===== src/rtl/hazard_sequencer.sv =====
// Hazard/stall/flush controller with a drained forwarding-mode switch and an SRAM wait watchdog.
// Define HAZARD_PERF_CNT_EN to implement the stall_cycles / flush_count performance counters.
module hazard_sequencer #(
    parameter int unsigned MWAIT_TIMEOUT = 64,
    parameter bit          FWD_RESET     = 1'b1,
    parameter int unsigned PERF_W        = 16
) (
    input  logic              clk,
    input  logic              rst,
    input  logic              fwd_cfg,
    input  logic [3:0]        id_src1,
    input  logic [3:0]        id_src2,
    input  logic              id_two_src,
    input  logic [3:0]        ex_dest,
    input  logic              ex_wb_en,
    input  logic              ex_mem_r_en,
    input  logic [3:0]        mem_dest,
    input  logic              mem_wb_en,
    input  logic              branch_taken,
    input  logic              mem_ready,
    output logic              freeze_if,
    output logic              freeze_id,
    output logic              bubble_ex,
    output logic              flush,
    output logic              freeze_all,
    output logic              forward_en,
    output logic              mem_timeout,
    output logic [1:0]        state,
    output logic [PERF_W-1:0] stall_cycles,
    output logic [PERF_W-1:0] flush_count
);

    typedef enum logic [1:0] {
        RUN   = 2'b00,
        MWAIT = 2'b01,
        DRAIN = 2'b10
    } state_t;

    localparam int unsigned     WAIT_W    = (MWAIT_TIMEOUT > 2) ? $clog2(MWAIT_TIMEOUT) : 1;
    localparam logic [WAIT_W-1:0] WAIT_LAST = WAIT_W'(MWAIT_TIMEOUT - 1);
    localparam logic [WAIT_W-1:0] WAIT_ARM  = WAIT_W'(MWAIT_TIMEOUT - 2);

    state_t            state_q;
    logic              ret_drain;
    logic [1:0]        drain_cnt;
    logic [WAIT_W-1:0] wait_cnt;
    logic              ex_match;
    logic              mem_match;
    logic              hazard;

    assign state = state_q;

    // Source-operand matches against the EX and MEM destinations
    assign ex_match  = (id_src1 == ex_dest)  || (id_two_src && (id_src2 == ex_dest));
    assign mem_match = (id_src1 == mem_dest) || (id_two_src && (id_src2 == mem_dest));

    // With forwarding only a load in EX cannot be bypassed
    assign hazard = forward_en ? (ex_mem_r_en && ex_wb_en && ex_match)
                               : ((ex_wb_en && ex_match) || (mem_wb_en && mem_match));

    // Prioritised strobes: SRAM wait, then branch flush, then drain/hazard stall
    always_comb begin
        freeze_if  = 1'b0;
        freeze_id  = 1'b0;
        bubble_ex  = 1'b0;
        flush      = 1'b0;
        freeze_all = 1'b0;
        if (rst) begin
            if (!mem_ready) begin
                freeze_all = 1'b1;
            end else if (branch_taken) begin
                flush = 1'b1;
            end else if ((state_q == DRAIN) || hazard) begin
                freeze_if = 1'b1;
                freeze_id = 1'b1;
                bubble_ex = 1'b1;
            end
        end
    end

    always_ff @(posedge clk or negedge rst) begin
        if (!rst) begin
            state_q     <= RUN;
            ret_drain   <= 1'b0;
            drain_cnt   <= 2'd0;
            wait_cnt    <= '0;
            forward_en  <= FWD_RESET;
            mem_timeout <= 1'b0;
        end else begin
            unique case (state_q)
                RUN: begin
                    if (!mem_ready) begin
                        state_q   <= MWAIT;
                        ret_drain <= 1'b0;
                    end else if (!branch_taken && (fwd_cfg != forward_en)) begin
                        state_q   <= DRAIN;
                        drain_cnt <= 2'd2;
                    end
                end
                MWAIT: begin
                    if (mem_ready) begin
                        state_q  <= ret_drain ? DRAIN : RUN;
                        wait_cnt <= '0;
                    end else begin
                        if (wait_cnt != WAIT_LAST) begin
                            wait_cnt <= wait_cnt + 1'b1;
                        end
                        // The increment landing on the last count raises the sticky flag
                        if (wait_cnt >= WAIT_ARM) begin
                            mem_timeout <= 1'b1;
                        end
                    end
                end
                DRAIN: begin
                    if (!mem_ready) begin
                        state_q   <= MWAIT;
                        ret_drain <= 1'b1;
                    end else if (drain_cnt <= 2'd1) begin
                        drain_cnt  <= 2'd0;
                        forward_en <= fwd_cfg;
                        state_q    <= RUN;
                    end else begin
                        drain_cnt <= drain_cnt - 2'd1;
                    end
                end
                default: state_q <= RUN;
            endcase
        end
    end

`ifdef HAZARD_PERF_CNT_EN
    always_ff @(posedge clk or negedge rst) begin
        if (!rst) begin
            stall_cycles <= '0;
            flush_count  <= '0;
        end else begin
            if (freeze_if || freeze_all) begin
                stall_cycles <= stall_cycles + 1'b1;
            end
            if (flush) begin
                flush_count <= flush_count + 1'b1;
            end
        end
    end
`else
    assign stall_cycles = '0;
    assign flush_count  = '0;
`endif

endmodule


===== config.mk =====
export PLATFORM = sky130hd
export DESIGN_NAME = hazard_sequencer
export DESIGN_NICKNAME = d
export VERILOG_FILES = /design/src/rtl/hazard_sequencer.sv
export SDC_FILE = /design/constraint.sdc
export NUM_CORES = 1
export LEC_CHECK = 0
export ABC_AREA = 1
export CORE_AREA = 5 5 77 72
export DETAILED_ROUTE_END_ITERATION = 8
export DIE_AREA = 0 0 82 77
export GPL_TIMING_DRIVEN = 0
export SLEW_MARGIN = 10
export SYNTH_ARGS = -nofsm -noshare
export SYNTH_HDL_FRONTEND = slang
export SYNTH_SLANG_ARGS = --single-unit

===== constraint.sdc =====
create_clock -name clk -period 1.94 [get_ports clk]
set_input_delay 0.388 -clock clk [delete_from_list [all_inputs] [get_ports clk]]
set_output_delay 0.388 -clock clk [all_outputs]
set_load 0.005 [all_outputs]

==> impl_results.md <==
- Startpoint Class: input pin
- Worst Setup Slack, final: between 80 and 90 ps
- Hold Fails Final Rpt: 0
- Initial Util: approximately 28%
- Global placer's final weighted congestion: just over 0.8
- Yosys warns: 0
- Clk_lat worst skew: 240 ps
- Area Growth Syn to Fin: 37.2%
- Worst path most repeated cell: nand2_1
- Synth cell types: 29
- Placed Cells: ~320
- Worst hold path type: in2async
- Post-DP Area: around 1800 um2
- Critical path's top delay family: buffers and inverters
- Initial DRC count: 34
- Minimum clock period: ~1900 ps
- FF-to-FF path depth: 7
- Place WS: -915 ps
- Clk root buf: clkbuf_8
- Unrepaired setup endpoints after global routing: false
- Required @ worst endpoint: between 1500 and 2000 ps
- Final setup viols: 0
- TritonCTS buffer count: 3
- First drt pass iteration count: 4
- LEAKAGE: approximately 0.0010 uW
- Syn_area_per_cell: about 7 um2
- Total Routed Length: between 2 and 3 mm
- First-pass GRT wire length: roughly 4.8 mm
- Final Non-Filler Cells: about 320
- Share of layout cells above drive strength 1: approximately 32%
- Port bufs: 32
- GRT Util Overall: under 10%
- WHS: around 34 ps
- Status: complete, no violations
- Max-cap violation count: 0
- Die Y: 77 um
- RR Endpoint: state[1]
- PD cells: approximately 650 nW/um2
- Core area: between 4000 and 5000 um2
- Final-stage net count: between 200 and 300
- GR Overflow Total: 0
- Setup TNS: 0 ps
- Sequential area share after synthesis: about a quarter
- Fmax: 0.539 GHz
- Vias per cell: between 3 and 4
- Peak supply drop: between 0.0004 and 0.0005 V
- Buf/Inv on CP: 3
- Die ar.: around 6300 um2
- Slowest stage delay, CP: 410 ps
- Crit path max fanout: 3
- Slew Viols, Final: 0
- CTS Sinks: 13
- Vias: about 1,200
- Setup slack, reg-to-reg: about 580 ps
- Final cell area excluding filler cells: between 1500 and 2000 um2
- Setup CP Type: in2out
- Die span in x: a little over 80 um
- Antenna cells: 0
- H-tree Lvls: 1
- Syn Std Cell Area: around 1300 um2
- Worst-path clk slew: ~50 ps
- Vias in the first global route: 1,134
- I/O Pins: 66
- Tcrit/Tclk final: around 96%
- Seq cells post-synth: 13
- Post-route DRC: 0
- Worst path slowest cell: clkdlybuf4s50_1
- Worst Setup End Kind: output pin
- Syn Inst Count: between 150 and 200
- Arr. time, crit path: between 1000 and 1500 ps
- Maximum clock insertion buffer count: 2
- Mean routed wirelength per cell: 8.84 um
- DP HPWL: about 2.5 mm
- Antenna-violating nets left: 0
- Final Skew: roughly 1.5 ps
- Largest net degree at the start of global routing: 15
- CTS tree: done
- Initial antenna violation count: 0
- Standard-cell rows: 24
- Worst R2R Start: forward_en
- Critical Path, Cell by Cell: clkdlybuf4s50_1 > o21a_1 > nand2_1 > nand3_1 > nand2_1 > inv_2 > dlygate4sd2_1
-- cell usage after synthesis --
| cell type | n | area share (%) |
|---|---|---|
| a21oi_1 | 2 | 0.76 |
| a21oi_2 | 1 | 0.67 |
| a31oi_4 | 1 | 1.6 |
| buf_4 | 34 | 19 |
| buf_6 | 1 | 0.86 |
| conb_1 | 1 | 0.29 |
| dfrtp_1 | 12 | 23 |
| dfstp_2 | 1 | 2.0 |
| ha_1 | 2 | 1.9 |
| inv_1 | 21 | 6.0 |
| inv_2 | 3 | 0.86 |
| inv_4 | 2 | 0.95 |
| nand2_1 | 50 | 14 |
| nand3_1 | 5 | 1.9 |
| nand3b_1 | 1 | 0.57 |
| nand4_1 | 1 | 0.48 |
| nor2_1 | 21 | 6.0 |
| nor2_2 | 2 | 0.95 |
| nor3_1 | 3 | 1.1 |
| nor3_2 | 1 | 0.76 |
| o21a_1 | 1 | 0.57 |
| o21ai_0 | 8 | 3.0 |
| o21ai_1 | 1 | 0.38 |
| o21bai_1 | 1 | 0.57 |
| o21bai_2 | 1 | 0.86 |
| o31ai_2 | 4 | 3.8 |
| or2_2 | 1 | 0.48 |
| xnor2_1 | 2 | 1.3 |
| xor2_1 | 7 | 4.7 |
-- worst reg2reg max path: cells and delay by family, from the launching register on --
family	cells	cell delay, ps
flip-flops	1	530
AND/OR/NAND/NOR	2	140
buffers and inverters	1	120
AO/OA/AOI/OAI	4	490
-- area by class of cell --
cell class | count | area (um2)
Fill cell | 534 | 2880
Multi-Input combinational cell | 148 | 747
Sequential cell | 13 | 327
Buffer | 35 | 267
Timing Repair Buffer | 33 | 234
Inverter | 26 | 103
Tap cell | 65 | 81.3
Clock buffer | 4 | 45.0
-- report_power, final --
group | internal, uW | switching (uW) | total [uW]
registers | 350 | 64.7 | 414
clock network | 145 | 92.9 | 238
logic | 248 | 280 | 529
total | 743 | 438 | 1180
-- cell families after synthesis --
kind of cell	after synthesis	share of synthesized area [%]
AND/OR/NAND/NOR	85	26.6
buffers and inverters	61	28.1
AO/OA/AOI/OAI	20	12.3
flip-flops	13	24.9
XOR/XNOR	9	6.00
adder cells (fa/ha/maj)	2	1.90
other	1	0.285
-- state kept, by name (all words and copies together) (netlist names) --
name	cells
forward_en	1
mem_timeout	1
ret_drain	1
drain_cnt	2
wait_cnt	6
state	2
-- worst max-delay path by stage --
stage,from,end,slack (ps),cells after the start
after CTS,ex_mem_r_en,freeze_if,4,8
after detailed placement,rst,freeze_id,-910,7
after floorplan,forward_en,freeze_id,450,7
after global routing,rst,freeze_all,9,4
final,ex_mem_r_en,bubble_ex,80,7
after global placement,rst,freeze_if,-930,7
-- repair_timing --
action / in CTS / in global routing
resized for setup: 54 / 25
buffers inserted: 1 / 0
pin swaps: 7 / 14
hold buffers: 0 / 0
setup endpoints to repair: 5 / 3
cloned: 0 / 0
-- layout by cell type, fill, tap and decap left out, types with 3 or more instances in the layout --
| cell type | n |
|---|---|
| inv_2 | 8 |
| dfrtp_1 | 12 |
| xor2_1 | 7 |
| clkbuf_2 | 12 |
| nand2_1 | 48 |
| dlygate4sd2_1 | 3 |
| clkdlybuf4s50_1 | 9 |
| o31ai_2 | 4 |
| buf_2 | 6 |
| o21ai_0 | 7 |
| nor2_1 | 20 |
| conb_1 | 32 |
| clkbuf_8 | 3 |
| buf_4 | 36 |
| nand3_1 | 5 |
| inv_1 | 16 |
| nor2_2 | 3 |
-- routing by layer --
layer | track usage (%) | share of wire [%] | vias up
met5 | 0 | 0 | -
met4 | 1.99 | 1.0 | 0
met3 | 1.87 | 6.1 | 4
met2 | 15.9 | 47 | 39
met1 | 11.4 | 46 | 505
li1 | - | - | 660
-- through the flow --
step / power [uW] / util, %
after global routing: 1300 / 38.5
final: 1180 / 38.5
after global placement: 945 / 39.1
after detailed placement: 950 / 39.1
after CTS: 1200 / 40.0
after floorplan: 768 / -
Note: power is estimated with default switching activity, not from simulation.
